`config.mk`:
```
export PLATFORM = sky130hd
export DESIGN_NAME = dcache_ctrl_flat
export DESIGN_NICKNAME = d
export VERILOG_FILES = /design/src/rtl/dcache_ctrl_if.sv /design/src/rtl/dcache_ctrl.sv /design/src/flat_wrapper.sv
export SDC_FILE = /design/constraint.sdc
export NUM_CORES = 1
export LEC_CHECK = 0
export CAP_MARGIN = 5
export CORE_AREA = 8 8 169 171
export CTS_CLUSTER_DIAMETER = 200
export DETAILED_ROUTE_END_ITERATION = 10
export DIE_AREA = 0 0 177 179
export PLACE_DENSITY_LB_ADDON = 0.08
export SLEW_MARGIN = 20
export SYNTH_ARGS = -nofsm -noshare
export SYNTH_HDL_FRONTEND = slang
export SYNTH_SLANG_ARGS = --single-unit
```
`constraint.sdc`:
```
create_clock -name clock -period 2.7 [get_ports clock]
set_input_delay 0.675 -clock clock [delete_from_list [all_inputs] [get_ports clock]]
set_output_delay 0.675 -clock clock [all_outputs]
set_load 0.05 [all_outputs]
```
`src/rtl/dcache_ctrl_if.sv`:
```
// Bus bundle between the data-cache controller and its neighbours.
//   cpu_*  : single-request load/store channel from the LSQ side
//   cm_*   : control/data lines to and from the dcachemem array
//   mem_*  : block-granular memory port (writeback / fetch)
// Modports: slave = controller view, master = environment view (LSQ, array, memory).
interface dcache_ctrl_if #(
   parameter int unsigned TAG_W    = 8,
   parameter int unsigned INDEX_W  = 3,
   parameter int unsigned OFFSET_W = 3,
   parameter int unsigned BLOCK_W  = 64
);
   localparam int unsigned ADDR_W = TAG_W + INDEX_W + OFFSET_W;

   // LSQ side
   logic                 cpu_req_valid;
   logic                 cpu_req_ready;
   logic                 cpu_req_write;
   logic [ADDR_W-1:0]    cpu_req_addr;
   logic [BLOCK_W-1:0]   cpu_req_wdata;
   logic                 cpu_resp_valid;
   logic [BLOCK_W-1:0]   cpu_resp_rdata;

   // array side
   logic                 cm_read_enable;
   logic                 cm_write_enable;
   logic                 cm_fill_en;
   logic                 cm_fill_dirty;
   logic [TAG_W-1:0]     cm_tag;
   logic [INDEX_W-1:0]   cm_index;
   logic [BLOCK_W-1:0]   cm_data_in;
   logic [BLOCK_W-1:0]   cm_data_out;
   logic                 cm_miss;
   logic                 cm_dirty;
   logic [TAG_W-1:0]     cm_dirty_tag;
   logic [INDEX_W-1:0]   cm_dirty_index;

   // memory side
   logic                 mem_req_valid;
   logic                 mem_req_ready;
   logic                 mem_req_write;
   logic [ADDR_W-1:0]    mem_req_addr;
   logic [BLOCK_W-1:0]   mem_req_wdata;
   logic                 mem_rvalid;
   logic [BLOCK_W-1:0]   mem_rdata;

   modport slave (
      input  cpu_req_valid, cpu_req_write, cpu_req_addr, cpu_req_wdata,
      output cpu_req_ready, cpu_resp_valid, cpu_resp_rdata,
      output cm_read_enable, cm_write_enable, cm_fill_en, cm_fill_dirty,
      output cm_tag, cm_index, cm_data_in,
      input  cm_data_out, cm_miss, cm_dirty, cm_dirty_tag, cm_dirty_index,
      output mem_req_valid, mem_req_write, mem_req_addr, mem_req_wdata,
      input  mem_req_ready, mem_rvalid, mem_rdata
   );

   modport master (
      output cpu_req_valid, cpu_req_write, cpu_req_addr, cpu_req_wdata,
      input  cpu_req_ready, cpu_resp_valid, cpu_resp_rdata,
      input  cm_read_enable, cm_write_enable, cm_fill_en, cm_fill_dirty,
      input  cm_tag, cm_index, cm_data_in,
      output cm_data_out, cm_miss, cm_dirty, cm_dirty_tag, cm_dirty_index,
      input  mem_req_valid, mem_req_write, mem_req_addr, mem_req_wdata,
      output mem_req_ready, mem_rvalid, mem_rdata
   );
endinterface

```
`src/rtl/dcache_ctrl.sv`:
```
// Data-cache sequencing controller. Accepts one block-granular load/store at a
// time, looks it up in the dcachemem array, writes back a dirty victim, fetches
// the missing block (loads only; stores are full-block and allocate directly),
// fills the array and returns a one-cycle response.
// Ports:
//   clock : system clock
//   reset : synchronous active-low reset
//   bus   : dcache_ctrl_if.slave bundle (cpu_*, cm_*, mem_* signals)
// All outputs are decoded from the state register and capture registers only,
// so no input reaches an output combinationally.
module dcache_ctrl #(
   parameter int unsigned TAG_W    = 8,
   parameter int unsigned INDEX_W  = 3,
   parameter int unsigned OFFSET_W = 3,
   parameter int unsigned BLOCK_W  = 64
) (
   input  logic         clock,
   input  logic         reset,
   dcache_ctrl_if.slave bus
);
   localparam int unsigned ADDR_W = TAG_W + INDEX_W + OFFSET_W;

   typedef enum logic [2:0] {
      S_IDLE,
      S_LOOKUP,
      S_WB_REQ,
      S_FILL_REQ,
      S_FILL_WAIT,
      S_REFILL,
      S_RESP
   } state_t;

   state_t state, state_nxt;

   // request capture
   logic               req_write_q;
   logic [ADDR_W-1:0]  req_addr_q;
   logic [BLOCK_W-1:0] req_wdata_q;

   // victim record and load data (hit data or fetched block)
   logic [TAG_W-1:0]   vic_tag_q;
   logic [INDEX_W-1:0] vic_index_q;
   logic [BLOCK_W-1:0] vic_data_q;
   logic [BLOCK_W-1:0] rdata_q;

   logic [TAG_W-1:0]   req_tag;
   logic [INDEX_W-1:0] req_index;

   // offset bits are dropped; the array works on whole blocks
   assign req_tag   = req_addr_q[ADDR_W-1 -: TAG_W];
   assign req_index = req_addr_q[OFFSET_W +: INDEX_W];

   // state register
   always_ff @(posedge clock) begin
      if (!reset) begin
         state <= S_IDLE;
      end else begin
         state <= state_nxt;
      end
   end

   // next state and state-decoded outputs
   always_comb begin
      state_nxt           = state;
      bus.cpu_req_ready   = 1'b0;
      bus.cpu_resp_valid  = 1'b0;
      bus.cpu_resp_rdata  = '0;
      bus.cm_read_enable  = 1'b0;
      bus.cm_write_enable = 1'b0;
      bus.cm_fill_en      = 1'b0;
      bus.cm_fill_dirty   = 1'b0;
      bus.cm_tag          = '0;
      bus.cm_index        = '0;
      bus.cm_data_in      = '0;
      bus.mem_req_valid   = 1'b0;
      bus.mem_req_write   = 1'b0;
      bus.mem_req_addr    = '0;
      bus.mem_req_wdata   = '0;

      unique case (state)
         S_IDLE: begin
            bus.cpu_req_ready = 1'b1;
            if (bus.cpu_req_valid) begin
               state_nxt = S_LOOKUP;
            end
         end

         S_LOOKUP: begin
            // store hits are written by the array on the same edge the miss is sampled
            bus.cm_tag          = req_tag;
            bus.cm_index        = req_index;
            bus.cm_read_enable  = !req_write_q;
            bus.cm_write_enable = req_write_q;
            bus.cm_data_in      = req_wdata_q;
            if (!bus.cm_miss) begin
               state_nxt = S_RESP;
            end else if (bus.cm_dirty) begin
               state_nxt = S_WB_REQ;
            end else if (req_write_q) begin
               state_nxt = S_REFILL;
            end else begin
               state_nxt = S_FILL_REQ;
            end
         end

         S_WB_REQ: begin
            bus.mem_req_valid = 1'b1;
            bus.mem_req_write = 1'b1;
            bus.mem_req_addr  = {vic_tag_q, vic_index_q, {OFFSET_W{1'b0}}};
            bus.mem_req_wdata = vic_data_q;
            if (bus.mem_req_ready) begin
               state_nxt = req_write_q ? S_REFILL : S_FILL_REQ;
            end
         end

         S_FILL_REQ: begin
            bus.mem_req_valid = 1'b1;
            bus.mem_req_addr  = {req_tag, req_index, {OFFSET_W{1'b0}}};
            if (bus.mem_req_ready) begin
               state_nxt = S_FILL_WAIT;
            end
         end

         S_FILL_WAIT: begin
            if (bus.mem_rvalid) begin
               state_nxt = S_REFILL;
            end
         end

         S_REFILL: begin
            // stores overwrite the whole block, so they allocate dirty without a fetch
            bus.cm_fill_en    = 1'b1;
            bus.cm_fill_dirty = req_write_q;
            bus.cm_tag        = req_tag;
            bus.cm_index      = req_index;
            bus.cm_data_in    = req_write_q ? req_wdata_q : rdata_q;
            state_nxt         = S_RESP;
         end

         S_RESP: begin
            bus.cpu_resp_valid = 1'b1;
            bus.cpu_resp_rdata = req_write_q ? '0 : rdata_q;
            state_nxt          = S_IDLE;
         end

         default: begin
            state_nxt = S_IDLE;
         end
      endcase
   end

   // request capture, victim record and load-data latch
   always_ff @(posedge clock) begin
      if (!reset) begin
         req_write_q <= 1'b0;
         req_addr_q  <= '0;
         req_wdata_q <= '0;
         vic_tag_q   <= '0;
         vic_index_q <= '0;
         vic_data_q  <= '0;
         rdata_q     <= '0;
      end else begin
         if (state == S_IDLE && bus.cpu_req_valid) begin
            req_write_q <= bus.cpu_req_write;
            req_addr_q  <= bus.cpu_req_addr;
            req_wdata_q <= bus.cpu_req_wdata;
         end
         if (state == S_LOOKUP) begin
            if (!bus.cm_miss) begin
               rdata_q <= bus.cm_data_out;
            end else begin
               vic_tag_q   <= bus.cm_dirty_tag;
               vic_index_q <= bus.cm_dirty_index;
               vic_data_q  <= bus.cm_data_out;
            end
         end
         // rvalid outside FILL_WAIT is deliberately ignored
         if (state == S_FILL_WAIT && bus.mem_rvalid) begin
            rdata_q <= bus.mem_rdata;
         end
      end
   end

endmodule

```
`src/flat_wrapper.sv`:
```
// flat-port wrapper written by rule: the top's interface ports become plain ports
module dcache_ctrl_flat 
#(
   parameter int unsigned TAG_W    = 8,
   parameter int unsigned INDEX_W  = 3,
   parameter int unsigned OFFSET_W = 3,
   parameter int unsigned BLOCK_W  = 64
)
  (clock, reset, bus_cpu_req_valid, bus_cpu_req_write, bus_cpu_req_addr, bus_cpu_req_wdata, bus_cpu_req_ready, bus_cpu_resp_valid, bus_cpu_resp_rdata, bus_cm_read_enable, bus_cm_write_enable, bus_cm_fill_en, bus_cm_fill_dirty, bus_cm_tag, bus_cm_index, bus_cm_data_in, bus_cm_data_out, bus_cm_miss, bus_cm_dirty, bus_cm_dirty_tag, bus_cm_dirty_index, bus_mem_req_valid, bus_mem_req_write, bus_mem_req_addr, bus_mem_req_wdata, bus_mem_req_ready, bus_mem_rvalid, bus_mem_rdata);
  dcache_ctrl_if #(.TAG_W(TAG_W), .INDEX_W(INDEX_W), .OFFSET_W(OFFSET_W), .BLOCK_W(BLOCK_W)) bus_i ();
  input  logic clock;
  input  logic reset;
  input wire logic [$bits(bus_i.cpu_req_valid)-1:0] bus_cpu_req_valid;
  input wire logic [$bits(bus_i.cpu_req_write)-1:0] bus_cpu_req_write;
  input wire logic [$bits(bus_i.cpu_req_addr)-1:0] bus_cpu_req_addr;
  input wire logic [$bits(bus_i.cpu_req_wdata)-1:0] bus_cpu_req_wdata;
  output wire logic [$bits(bus_i.cpu_req_ready)-1:0] bus_cpu_req_ready;
  output wire logic [$bits(bus_i.cpu_resp_valid)-1:0] bus_cpu_resp_valid;
  output wire logic [$bits(bus_i.cpu_resp_rdata)-1:0] bus_cpu_resp_rdata;
  output wire logic [$bits(bus_i.cm_read_enable)-1:0] bus_cm_read_enable;
  output wire logic [$bits(bus_i.cm_write_enable)-1:0] bus_cm_write_enable;
  output wire logic [$bits(bus_i.cm_fill_en)-1:0] bus_cm_fill_en;
  output wire logic [$bits(bus_i.cm_fill_dirty)-1:0] bus_cm_fill_dirty;
  output wire logic [$bits(bus_i.cm_tag)-1:0] bus_cm_tag;
  output wire logic [$bits(bus_i.cm_index)-1:0] bus_cm_index;
  output wire logic [$bits(bus_i.cm_data_in)-1:0] bus_cm_data_in;
  input wire logic [$bits(bus_i.cm_data_out)-1:0] bus_cm_data_out;
  input wire logic [$bits(bus_i.cm_miss)-1:0] bus_cm_miss;
  input wire logic [$bits(bus_i.cm_dirty)-1:0] bus_cm_dirty;
  input wire logic [$bits(bus_i.cm_dirty_tag)-1:0] bus_cm_dirty_tag;
  input wire logic [$bits(bus_i.cm_dirty_index)-1:0] bus_cm_dirty_index;
  output wire logic [$bits(bus_i.mem_req_valid)-1:0] bus_mem_req_valid;
  output wire logic [$bits(bus_i.mem_req_write)-1:0] bus_mem_req_write;
  output wire logic [$bits(bus_i.mem_req_addr)-1:0] bus_mem_req_addr;
  output wire logic [$bits(bus_i.mem_req_wdata)-1:0] bus_mem_req_wdata;
  input wire logic [$bits(bus_i.mem_req_ready)-1:0] bus_mem_req_ready;
  input wire logic [$bits(bus_i.mem_rvalid)-1:0] bus_mem_rvalid;
  input wire logic [$bits(bus_i.mem_rdata)-1:0] bus_mem_rdata;
  assign bus_i.cpu_req_valid = bus_cpu_req_valid;
  assign bus_i.cpu_req_write = bus_cpu_req_write;
  assign bus_i.cpu_req_addr = bus_cpu_req_addr;
  assign bus_i.cpu_req_wdata = bus_cpu_req_wdata;
  assign bus_cpu_req_ready = bus_i.cpu_req_ready;
  assign bus_cpu_resp_valid = bus_i.cpu_resp_valid;
  assign bus_cpu_resp_rdata = bus_i.cpu_resp_rdata;
  assign bus_cm_read_enable = bus_i.cm_read_enable;
  assign bus_cm_write_enable = bus_i.cm_write_enable;
  assign bus_cm_fill_en = bus_i.cm_fill_en;
  assign bus_cm_fill_dirty = bus_i.cm_fill_dirty;
  assign bus_cm_tag = bus_i.cm_tag;
  assign bus_cm_index = bus_i.cm_index;
  assign bus_cm_data_in = bus_i.cm_data_in;
  assign bus_i.cm_data_out = bus_cm_data_out;
  assign bus_i.cm_miss = bus_cm_miss;
  assign bus_i.cm_dirty = bus_cm_dirty;
  assign bus_i.cm_dirty_tag = bus_cm_dirty_tag;
  assign bus_i.cm_dirty_index = bus_cm_dirty_index;
  assign bus_mem_req_valid = bus_i.mem_req_valid;
  assign bus_mem_req_write = bus_i.mem_req_write;
  assign bus_mem_req_addr = bus_i.mem_req_addr;
  assign bus_mem_req_wdata = bus_i.mem_req_wdata;
  assign bus_i.mem_req_ready = bus_mem_req_ready;
  assign bus_i.mem_rvalid = bus_mem_rvalid;
  assign bus_i.mem_rdata = bus_mem_rdata;
  dcache_ctrl #(.TAG_W(TAG_W), .INDEX_W(INDEX_W), .OFFSET_W(OFFSET_W), .BLOCK_W(BLOCK_W)) u_core (.clock(clock), .reset(reset), .bus(bus_i));
endmodule
```
# --- Word-level counts from Yosys, hierarchy flattened ---
# Index checks and enable logic that the tools add are counted.
totals:
  reg_bits: 221
op_classes:
  n_eq_ne: 11
  mux: 27
  reduce_logical: 10
op_table:
  columns: ["cell", "count"]
  rows:
  - ["$mux W64", 7]
  - ["$pmux W64 S2", 1]
  - ["$pmux W14 S2", 1]
  - ["$mux W3", 8]
  - ["$pmux W3 S6", 1]
  - ["$eq A3 B3 Y1 const B", 3]
  - ["$mux W1", 8]
  - ["$mux W8", 1]
  - ["$ne A2 B2 Y1 const B", 4]
  - ["$eq A3 B2 Y1 const B", 2]
  - ["$reduce_and A2 Y1", 2]
  - ["$reduce_and A4 Y1", 1]
  - ["$reduce_or A2 Y1", 2]
  - ["$eq A3 B1 Y1 const B", 1]
  - ["$logic_not A3 Y1", 1]
  - ["$logic_and A1 B1 Y1", 2]
  - ["$ne A2 B1 Y1 const B", 1]
  - ["$reduce_bool A2 Y1", 1]
  - ["$logic_not A1 Y1", 1]

# --- Longest topological paths before layout ---
logic_depth:
  depth_word: 4
  ltp_mapped: 8
  ltp_nobuf: 4

# --- Worst setup path before layout ---
# Ideal clock, no wire load.
synth_path:
  path_kind: "register to output"
  start: "register u_core.state[0]"
  end: "output port bus_cm_write_enable"
  arrival_ps: 2035
  stages_incl_launch_ff: 6
  path_slack_ps: -10
  path_cell_list: "dfxtp_1 -> buf_2 -> nand2b_1 -> clkbuf_1 -> clkbuf_1 -> nor3b_1"
synth_between:
  elab_chain_len: 2
synth_lines:
  columns: ["item", "line_no", "rtl"]
  rows:
  - ["start, declared", "dcache_ctrl.sv:33", "state_t state, state_nxt;"]
  - ["start signal, assigned", "dcache_ctrl.sv:58", "state <= state_nxt;"]
  - ["$eq A3 B1 Y1", "dcache_ctrl.sv:80", "unique case (state)"]
  - ["$mux W1", "dcache_ctrl.sv:80", null]
  - ["end, declared", "flat_wrapper.sv:21", "output wire logic [$bits(bus_i.cm_write_enable)-1:0] bus_cm_write_enable;"]
# No other way between the ends.

# --- Worst setup path in the final report ---
layout_path:
  start: "register u_core.state[2]"
  end: "output port bus_cpu_resp_rdata[43]"
layout_between:
  elab_chain_len: 2
layout_lines:
  columns: ["item", "line_no", "rtl"]
  rows:
  - ["$eq A3 B3 Y1", "dcache_ctrl.sv:80", null]
  - ["$mux W64", "dcache_ctrl.sv:80", null]
  - ["end, declared", "flat_wrapper.sv:19", "output wire logic [$bits(bus_i.cpu_resp_rdata)-1:0] bus_cpu_resp_rdata;"]
# No other way between the ends.

==> reports/qor.csv <==
metric,value,unit
rows,59,
cp-start-kind,register,
avgSynthCellArea,7.273,um2
dr.pass1.iters,5,
via_per_inst,5.279,
cellLeakagePower,7.016,nW
maxCapViolations,0,
yosys.area.top_type,dfxtp_1,
yosys.cell_types.count,39,
outcome,finished clean,
synth_cells,1456,
crit_arrival,1.97,ns
setup-tns-final,0,ns
synth_edf_count,0,
wl_per_cell,20.86,um
ys_seq_area_frac,0.4121,
synth-main-ff-cell,dfxtp_1,
hold_buffers,0,
cp.required,2.03,ns
whs_path_depth,2,
critical_path.endpoint_type,primary output,
layout-drive-gt1-share,0.1927,
yosys_warnings,0,
cts_sinks,218,
startpoint,u_core.state[2],
instances_no_fill,2200,
io_pins,450,
worstPathMaxFanout,9,
final_cell_area,18710,um2
hold_path.class,register to register,
clockBufferDepth,3,
placed_cell_area,17600,um2
p_per_area,715.5,nW/um2
cts_tree,yes,
r2r-end,u_core.rdata_q[3],
area_growth_syn_to_layout,76.67,%
finalHoldViolCount,0,
syn_area,10590,um2
grt_pass1_wl,67010,um
hp-start,u_core.vic_data_q[38],
antenna_found_initial,2,
routabilityCongestion,0.9325,
wl,45900,um
cts_buffers,26,
setup_viol,0,
max_slew.worst_pin.slew,0.5517,ns
final_util,0.7261,
max_slew_margin,0.6322,
synth_top_area_share,0.4121,
cp_common_cell,buf_6,
skew,0.01286,ns
root_buffer,clkbuf_16,
ys_seq_elements,218,
cp_slowest_stage_delay,0.40,ns
period_share,0.9778,
drv_slew,0,
fmax,0.3788,GHz
clk_latency,0.53,ns
initial_core_util,0.4110,
grt_overflow,0,
whs,0.4488,ns
detailedPlace.worstSlack,0.2186,ns
dieArea,31680,um2
dp_hpwl,32200,um
period_needed,2.640,ns
grt_max_degree,108,
htreeDepth,1,
dp.cells,2146,
r2r-start,u_core.state[0],
crit_path_top_delay_cell,dfxtp_4,
r2r_cells,6,
die_h,179,um
synthArstFlopShare,0,
finalPower,13.38,mW
worstSetupPathType,register to primary output,
r2r_slack,0.51,ns
vdd_drop_max,0.5101,mV
grt_usage,0.2703,
grt_pass1_vias,11200,
vias,11610,
drtIter0Drc,925,
drcViolationCount,0,
core-area,25760,um2
path_cells,nand2b_4 > nor3b_4 > buf_6 > buf_6 > and2_1 > buf_12,
io_buffers,443,
antenna_left,0,
nets,2068,
clk_pin_slew,0.06,ns
worstHoldEndpoint,u_core.vic_data_q[38],
fp.dieW,177,um
synthTopCellsByArea,"dfxtp_1 41%, nand2_1 20%, a21boi_0 9.7%",
layout_setup_ws,0.05998,ns
layout make-up:
class | count | area, um2
Antenna cell | 2 | 5.005
Inverter | 2 | 7.507
Clock buffer | 36 | 789.5
Sequential cell | 218 | 4369
Tap cell | 335 | 419.2
Multi-Input combinational cell | 1108 | 5758
Fill cell | 2000 | 7056
Timing Repair Buffer | 487 | 7222
Clock inverter | 12 | 137.6
logic make-up after synthesis:
| logic type | synth area share |
|---|---|
| and+or+nand+nor | 0.3043 |
| AOI/OAI and AO/OA | 0.2141 |
| DFF | 0.4121 |
| buffers and inverters | 0.05873 |
| muxes | 0.01040 |
| other | 0.0003541 |
sequential cells by signal, indices dropped and copies added (netlist names):
signal / count
u_core.state: 3
u_core.rdata_q: 64
u_core.vic_data_q: 64
u_core.req_write_q: 1
u_core.vic_tag_q: 8
u_core.req_wdata_q: 64
u_core.vic_index_q: 3
u_core.req_addr_q: 11
what timing repair did:
item | in CTS | in global routing
resized for setup | 6 | 30
buffers inserted | 2 | 0
endpoints found under the setup margin | 81 | 80
pin swaps | 1 | 1
gates cloned | 0 | 3
layout by cell type, fill, tap and decap left out, types with 29 or more instances in the layout:
| master | instances |
|---|---|
| and2_1 | 119 |
| buf_12 | 237 |
| clkbuf_16 | 29 |
| a31oi_1 | 64 |
| nand2_1 | 556 |
| a21oi_1 | 58 |
| a21boi_0 | 137 |
| dfxtp_1 | 216 |
| clkdlybuf4s50_1 | 220 |
| o21ai_0 | 58 |
Yosys cell counts (2+ instances only):
cell / count
nand2_1: 558
dfxtp_1: 218
and2_1: 142
a21boi_0: 137
clkbuf_1: 74
a21oi_1: 66
a31oi_1: 64
o21ai_0: 58
buf_2: 20
buf_1: 16
a21boi_1: 15
nor2_1: 14
buf_4: 13
mux2i_1: 11
o21ai_1: 8
buf_6: 7
nor2b_1: 6
nand2b_1: 4
inv_1: 2
nand3_1: 2
nor3b_1: 2
nor3b_2: 2
where the power goes:
| part | switching, mW | internal [mW] |
|---|---|---|
| clock network | 1.43 | 2.32 |
| registers | 0.469 | 3.93 |
| logic | 3.20 | 2.04 |
| total | 5.10 | 8.28 |
worst max path at each step:
| stage | slack (ns) | to | cells past startpoint |
|---|---|---|---|
| 2_1_floorplan | 0.06 | bus_cm_data_in[10] | 5 |
| 3_3_place_gp | 0.28 | u_core.rdata_q[16] | 6 |
| 3_5_place_dp | 0.22 | u_core.rdata_q[15] | 6 |
| 4_1_cts | -0.02 | bus_cm_data_in[18] | 5 |
| 5_1_grt | -0.01 | bus_cm_data_in[13] | 7 |
| 6_report | 0.06 | bus_cpu_resp_rdata[43] | 6 |
worst max-delay path, delay by kind of cell (launching register included):
family	cells	cell delay, ns
buf+inv	3	0.52
flops	1	0.40
simple gates	3	0.52
layer usage:
metal  share of wire  vias to the layer above  track usage
met1            0.37                     5482       0.3128
met4           0.030                        0      0.08757
met5               0                        -            0
li1                -                     5513            -
met3            0.10                       91      0.08319
met2            0.49                      527       0.4688
Note: power is estimated with default switching activity, not from simulation.
